===== src/rtl/spi_mosi_serializer.sv =====
// SPI mode-0 master transmit engine: one-entry holding buffer feeding an MSB-first
// shifter with generated spi_clk and frame select. Back-to-back words run as a burst.
module spi_mosi_serializer #(
  parameter int W_DATA  = 8,
  parameter int CLK_DIV = 2
) (
  input  logic              clk,
  input  logic              rst,
  input  logic [W_DATA-1:0] load_data_i,
  input  logic              load_valid_i,
  input  logic              clr_overrun_i,
  output logic              tx_ready_o,
  output logic              busy_o,
  output logic              tx_done_o,
  output logic              overrun_o,
  output logic              spi_clk_o,
  output logic              spi_mosi_o,
  output logic              spi_cs_n_o
);

  localparam int HC_W = (CLK_DIV > 1) ? $clog2(CLK_DIV) : 1;
  localparam int BC_W = $clog2(W_DATA);
  localparam logic [HC_W-1:0] HC_MAX  = HC_W'(CLK_DIV - 1);
  localparam logic [BC_W-1:0] BC_LAST = BC_W'(W_DATA - 1);

  localparam logic [2:0] ST_IDLE    = 3'd0;
  localparam logic [2:0] ST_SETUP   = 3'd1;
  localparam logic [2:0] ST_SHIFT_H = 3'd2;
  localparam logic [2:0] ST_SHIFT_L = 3'd3;
  localparam logic [2:0] ST_HOLD    = 3'd4;

  logic [2:0]        state_q, state_d;
  logic [HC_W-1:0]   hc_q, hc_d;
  logic [W_DATA-1:0] buf_q, buf_d;
  logic              buf_full_q, buf_full_d;
  logic [W_DATA-1:0] shreg_q, shreg_d;
  logic [BC_W-1:0]   bit_cnt_q, bit_cnt_d;
  logic              tx_ready_q, tx_ready_d;
  logic              busy_q, busy_d;
  logic              tx_done_q, tx_done_d;
  logic              overrun_q, overrun_d;
  logic              sclk_q, sclk_d;
  logic              mosi_q, mosi_d;
  logic              cs_n_q, cs_n_d;
  logic              hc_end_s;
  logic              start_frame_s;

  // Next-state logic: holding buffer, overrun flag and the frame FSM.
  always_comb begin
    state_d       = state_q;
    hc_d          = hc_q;
    buf_d         = buf_q;
    buf_full_d    = buf_full_q;
    shreg_d       = shreg_q;
    bit_cnt_d     = bit_cnt_q;
    overrun_d     = overrun_q;
    sclk_d        = sclk_q;
    mosi_d        = mosi_q;
    cs_n_d        = cs_n_q;
    tx_done_d     = 1'b0;
    start_frame_s = 1'b0;
    hc_end_s      = (hc_q == HC_MAX);

    // Acceptance looks only at the registered ready flag, never at a same-cycle drain.
    if (load_valid_i && tx_ready_q) begin
      buf_d      = load_data_i;
      buf_full_d = 1'b1;
    end else begin
      buf_d      = buf_q;
    end

    if (load_valid_i && !tx_ready_q) begin
      overrun_d = 1'b1;
    end else if (clr_overrun_i) begin
      overrun_d = 1'b0;
    end else begin
      overrun_d = overrun_q;
    end

    case (state_q)
      ST_IDLE: begin
        hc_d   = {HC_W{1'b0}};
        sclk_d = 1'b0;
        cs_n_d = 1'b1;
        if (buf_full_q) begin
          start_frame_s = 1'b1;
        end else begin
          start_frame_s = 1'b0;
        end
      end
      ST_SETUP: begin
        if (hc_end_s) begin
          hc_d    = {HC_W{1'b0}};
          sclk_d  = 1'b1;
          state_d = ST_SHIFT_H;
        end else begin
          hc_d    = hc_q + HC_W'(1);
        end
      end
      ST_SHIFT_H: begin
        if (hc_end_s) begin
          hc_d   = {HC_W{1'b0}};
          sclk_d = 1'b0;
          if (bit_cnt_q == BC_LAST) begin
            tx_done_d = 1'b1;
            state_d   = ST_HOLD;
          end else begin
            shreg_d   = {shreg_q[W_DATA-2:0], 1'b0};
            mosi_d    = shreg_q[W_DATA-2];
            bit_cnt_d = bit_cnt_q + BC_W'(1);
            state_d   = ST_SHIFT_L;
          end
        end else begin
          hc_d = hc_q + HC_W'(1);
        end
      end
      ST_SHIFT_L: begin
        if (hc_end_s) begin
          hc_d    = {HC_W{1'b0}};
          sclk_d  = 1'b1;
          state_d = ST_SHIFT_H;
        end else begin
          hc_d    = hc_q + HC_W'(1);
        end
      end
      ST_HOLD: begin
        if (hc_end_s) begin
          hc_d = {HC_W{1'b0}};
          if (buf_full_q) begin
            start_frame_s = 1'b1;
          end else begin
            cs_n_d  = 1'b1;
            mosi_d  = 1'b0;
            state_d = ST_IDLE;
          end
        end else begin
          hc_d = hc_q + HC_W'(1);
        end
      end
      default: begin
        hc_d    = {HC_W{1'b0}};
        sclk_d  = 1'b0;
        cs_n_d  = 1'b1;
        mosi_d  = 1'b0;
        state_d = ST_IDLE;
      end
    endcase

    // Shared by IDLE and a burst continuation out of HOLD.
    if (start_frame_s) begin
      shreg_d    = buf_q;
      buf_full_d = 1'b0;
      bit_cnt_d  = {BC_W{1'b0}};
      cs_n_d     = 1'b0;
      mosi_d     = buf_q[W_DATA-1];
      hc_d       = {HC_W{1'b0}};
      state_d    = ST_SETUP;
    end else begin
      shreg_d    = shreg_d;
    end

    tx_ready_d = ~buf_full_d;
    busy_d     = (state_d != ST_IDLE);
  end

  // State and output registers.
  always_ff @(posedge clk or posedge rst) begin
    if (rst) begin
      state_q    <= ST_IDLE;
      hc_q       <= {HC_W{1'b0}};
      buf_q      <= {W_DATA{1'b0}};
      buf_full_q <= 1'b0;
      shreg_q    <= {W_DATA{1'b0}};
      bit_cnt_q  <= {BC_W{1'b0}};
      tx_ready_q <= 1'b1;
      busy_q     <= 1'b0;
      tx_done_q  <= 1'b0;
      overrun_q  <= 1'b0;
      sclk_q     <= 1'b0;
      mosi_q     <= 1'b0;
      cs_n_q     <= 1'b1;
    end else begin
      state_q    <= state_d;
      hc_q       <= hc_d;
      buf_q      <= buf_d;
      buf_full_q <= buf_full_d;
      shreg_q    <= shreg_d;
      bit_cnt_q  <= bit_cnt_d;
      tx_ready_q <= tx_ready_d;
      busy_q     <= busy_d;
      tx_done_q  <= tx_done_d;
      overrun_q  <= overrun_d;
      sclk_q     <= sclk_d;
      mosi_q     <= mosi_d;
      cs_n_q     <= cs_n_d;
    end
  end

  assign tx_ready_o = tx_ready_q;
  assign busy_o     = busy_q;
  assign tx_done_o  = tx_done_q;
  assign overrun_o  = overrun_q;
  assign spi_clk_o  = sclk_q;
  assign spi_mosi_o = mosi_q;
  assign spi_cs_n_o = cs_n_q;

endmodule


===== config.mk =====
export PLATFORM = sky130hd
export DESIGN_NAME = spi_mosi_serializer
export DESIGN_NICKNAME = d
export VERILOG_FILES = /design/src/rtl/spi_mosi_serializer.sv
export SDC_FILE = /design/constraint.sdc
export NUM_CORES = 1
export LEC_CHECK = 0
export CAP_MARGIN = 10
export CORE_MARGIN = 3
export CORE_UTILIZATION = 55
export DETAILED_ROUTE_END_ITERATION = 6
export PLACE_DENSITY = 0.89
export SLEW_MARGIN = 30
export SYNTH_ARGS = -nofsm -noshare
export SYNTH_HDL_FRONTEND = slang
export SYNTH_SLANG_ARGS = --single-unit

===== constraint.sdc =====
create_clock -name clk -period 2.6 [get_ports clk]
set_input_delay 0.52 -clock clk [delete_from_list [all_inputs] [get_ports clk]]
set_output_delay 0.52 -clock clk [all_outputs]
set_load 0.02 [all_outputs]

==> metrics.txt <==
CP max-delay cell clkdlybuf4s50_1; final setup margin 0.593 ns; number of DRC markers in iteration 0 17; final setup fails 0; unrepaired setup endpoints after global routing no; final net count 168; clock tree root driver cell clkbuf_4; Total Routed Length 2400 um; reg-to-reg endpoint shreg_q[4]; fin crit period 2.01 ns; post-synthesis area per instance 10.6 um2; Detail Route Antenna Nets 0; number of vias per cell 5.42; GR Overflow Total 0; Worst setup EP type primary output; Fill cells 168; TritonCTS Sinks 30; Synth area leaders dfrtp_1, a21oi_1, mux2_2, nand2_1, dfstp_2; ratio of cells with drive above 1 in the final layout 16.9%; TritonCTS Buffers 5; CP Buf/Inv Count 1; Multi-input gate area 582 um2; total power draw 0.00192 W; DP HPWL 1730 um; CP peak stage delay 0.60 ns; Critical R2R Launch bit_cnt_q[0]; GRT met1 Usage 20.2%; n_diodes 0; H-tree Lvls 2; GRT Util Overall 17.2%; clock power share 14.7%; Pleak 0.742 nW; First-pass DRT Iterations 4; HP Start buf_q[0]; Layout area overhead 16.1%; max cap viols 0; Initial Utilization 61.0%; die area 3220 um2; post-CTS sizing 0; CORE AREA 2320 um2; Reg area 753 um2; largest net degree at the start of global routing 31; Endpoint, Worst Hold shreg_q[0]; Setup WS pre-CTS 0.860 ns; Remaining DRCs 0; post-DR wirelength/cell 13.2 um; FMAX 498 MHz; status finished, final reports clean; NetSw 0.000724 W; worst endpoint data arrival time 1.49 ns; Max clock buf depth 2; IO Pins 19; sequential fraction of the synthesis area 53.2%; Synth cell types 35; worst min path class flip-flop to flip-flop; Pint 0.00120 W; sw frac 37.6%; via count 987; Final Cycle Share 77.2%; pwr/cell area 1170 nW/um2; initial antenna violation count 0; CP required 2.08 ns; row cnt 17; Die W 56.7 um; Netlist Area Pre-Place 1420 um2; Synth area leader dfrtp_1; placed cell area 1580 um2; dpl cells 174; setup TNS 0 ns; top cell type's share of synthesized area 49.5%; WS Path Type flip-flop to primary output; design area 1640 um2; Final GP Congestion 0.792; path depth of the worst reg2reg path 6; Critical Path Source Type flip-flop; Gate Count Post-Synth 133; Peak VDD IR 853 uV; cell family with most CP delay buffers and inverters; #FFs+latches synth 30; WP depth 1; post-synthesis net count 148; R2R setup slack 0.90 ns; met3 Use GR 4.83%; number of global-route vias before repair 1008; clk_lat worst skew 0.32 ns; Ys Warns 0; GRT Max-Usage Layer met2; crit path max fanout 3; Reg power frac 45.9%; Clock transition at path regs 0.09 ns; Port Buffers 18; CTS tree done; crit-path cells clkdlybuf4s50_1; Slew Viols, Final 0; Final Hold Fails 0; setup bufs post-CTS 0; die height 56.7 um; relative slew slack 69.9%; first-pass GRT wire length 4370 um; worst hold path depth 2; clock skew 0.00719 ns; Comb pwr share 39.5%; slew of the pin with the lowest slew margin 0.451 ns; CTS Hold Buffers Added 0; Non-Filler Instances 182; GR Layer Usage met2 29.9%
[final cells by class]
| class | count | area share (%) |
|---|---|---|
| Clock buffer | 8 | 3.58 |
| Tap cell | 28 | 2.13 |
| Sequential cell | 30 | 45.8 |
| Inverter | 7 | 1.60 |
| Multi-Input combinational cell | 90 | 35.4 |
| Timing Repair Buffer | 19 | 11.4 |
[through the flow]
stage | hold slack (ns) | util [%]
after floorplan | 0.433 | -
after global placement | 0.450 | 68.3
after detailed placement | 0.459 | 68.3
after CTS | 0.474 | 70.9
after global routing | 0.532 | 70.9
final | 0.470 | 70.9
[cells in the final DEF, fill, tap and decap left out, types with 2 or more instances in the layout]
cell type        synthesis  routed
o21ai_0                  5       5
clkdlybuf4s50_1          0      18
nand3_1                  3       3
mux2_2                   8       8
inv_1                    6       6
dfstp_2                  2       2
clkbuf_4                 0       5
dfrtp_1                 28      28
nor2_1                  10      10
ha_1                     3       3
nand2_1                 20      20
a21oi_1                 19      19
clkbuf_1                 0       2
nand2b_1                 2       2
[Yosys cell counts]
| cell | count |
|---|---|
| and3_4 | 1 |
| nor2b_1 | 1 |
| nor3b_1 | 1 |
| nand3_1 | 3 |
| a21o_1 | 1 |
| o21ai_0 | 5 |
| or2_2 | 1 |
| inv_2 | 1 |
| nand2_1 | 20 |
| nand3b_4 | 1 |
| and2b_1 | 1 |
| dfrtp_1 | 28 |
| or3_1 | 1 |
| xnor2_1 | 1 |
| nand2b_1 | 2 |
| nand4b_1 | 1 |
| a21oi_1 | 19 |
| buf_6 | 3 |
| dfstp_2 | 2 |
| nor2_2 | 1 |
| nor3_4 | 1 |
| inv_1 | 6 |
| nor2_4 | 1 |
| buf_4 | 2 |
| mux2_2 | 8 |
| buf_2 | 1 |
| o41ai_1 | 1 |
| o211ai_2 | 1 |
| mux2_4 | 1 |
| a32o_1 | 1 |
| ha_1 | 3 |
| or3b_1 | 1 |
| xor2_1 | 1 |
| nor2_1 | 10 |
| o22ai_1 | 1 |
[registers in the layout (all words and copies together) (netlist names)]
register    flops
tx_ready_o      1
buf_full_q      1
buf_q           8
spi_clk_o       1
tx_done_o       1
busy_o          1
state_q         3
hc_end_s        1
spi_cs_n_o      1
bit_cnt_q       3
overrun_o       1
shreg_q         7
spi_mosi_o      1
[metal layers]
layer | vias to the layer above | share of wire, % | routed length [um]
met4 | 0 | 0.63 | 15
met2 | 26 | 51 | 1230
met5 | - | 0 | 0
met1 | 469 | 43 | 1030
li1 | 490 | - | -
met3 | 2 | 4.9 | 118
[worst max path at each step]
stage	from	end	slack (ns)
after CTS	tx_ready_o	tx_ready_o	0.59
after floorplan	bit_cnt_q[0]	spi_mosi_o	1.07
after global placement	load_valid_i	buf_q[7]	0.91
after detailed placement	load_valid_i	buf_q[6]	0.86
after global routing	tx_ready_o	tx_ready_o	0.56
final	tx_ready_o	tx_ready_o	0.59
[worst register-to-register path: stages (launching register included)]
cell      delay (ns)
dfrtp_1         0.40
ha_1            0.23
ha_1            0.20
nand3b_4        0.18
nor3_4          0.31
a21oi_1         0.14
a21oi_1         0.16
[logic make-up (layout without fill, tap and decap cells)]
logic type	after synthesis	after routing	share of synthesized area [%]
flip-flops	30	30	53.2
XOR/XNOR	2	2	1.24
multiplexers	9	9	7.43
AND/OR/NAND/NOR	47	47	18.1
adder cells (fa/ha/maj)	3	3	2.65
buffers and inverters	13	34	5.66
AO/OA/AOI/OAI	29	29	11.7
[power by group through the flow]
| stage | Combinational, W | Sequential (W) | Clock, W |
|---|---|---|---|
| 5_1_grt | 0.000849 | 0.000913 | 0.000309 |
| 6_report | 0.000759 | 0.000882 | 0.000282 |
| 3_3_place_gp | 0.000725 | 0.000869 | 0 |
| 4_1_cts | 0.000766 | 0.000878 | 0.000287 |
| 2_1_floorplan | 0.000643 | 0.000833 | 0 |
| 3_5_place_dp | 0.000760 | 0.000886 | 0 |
No activity file was read; power rests on OpenSTA's default activity.
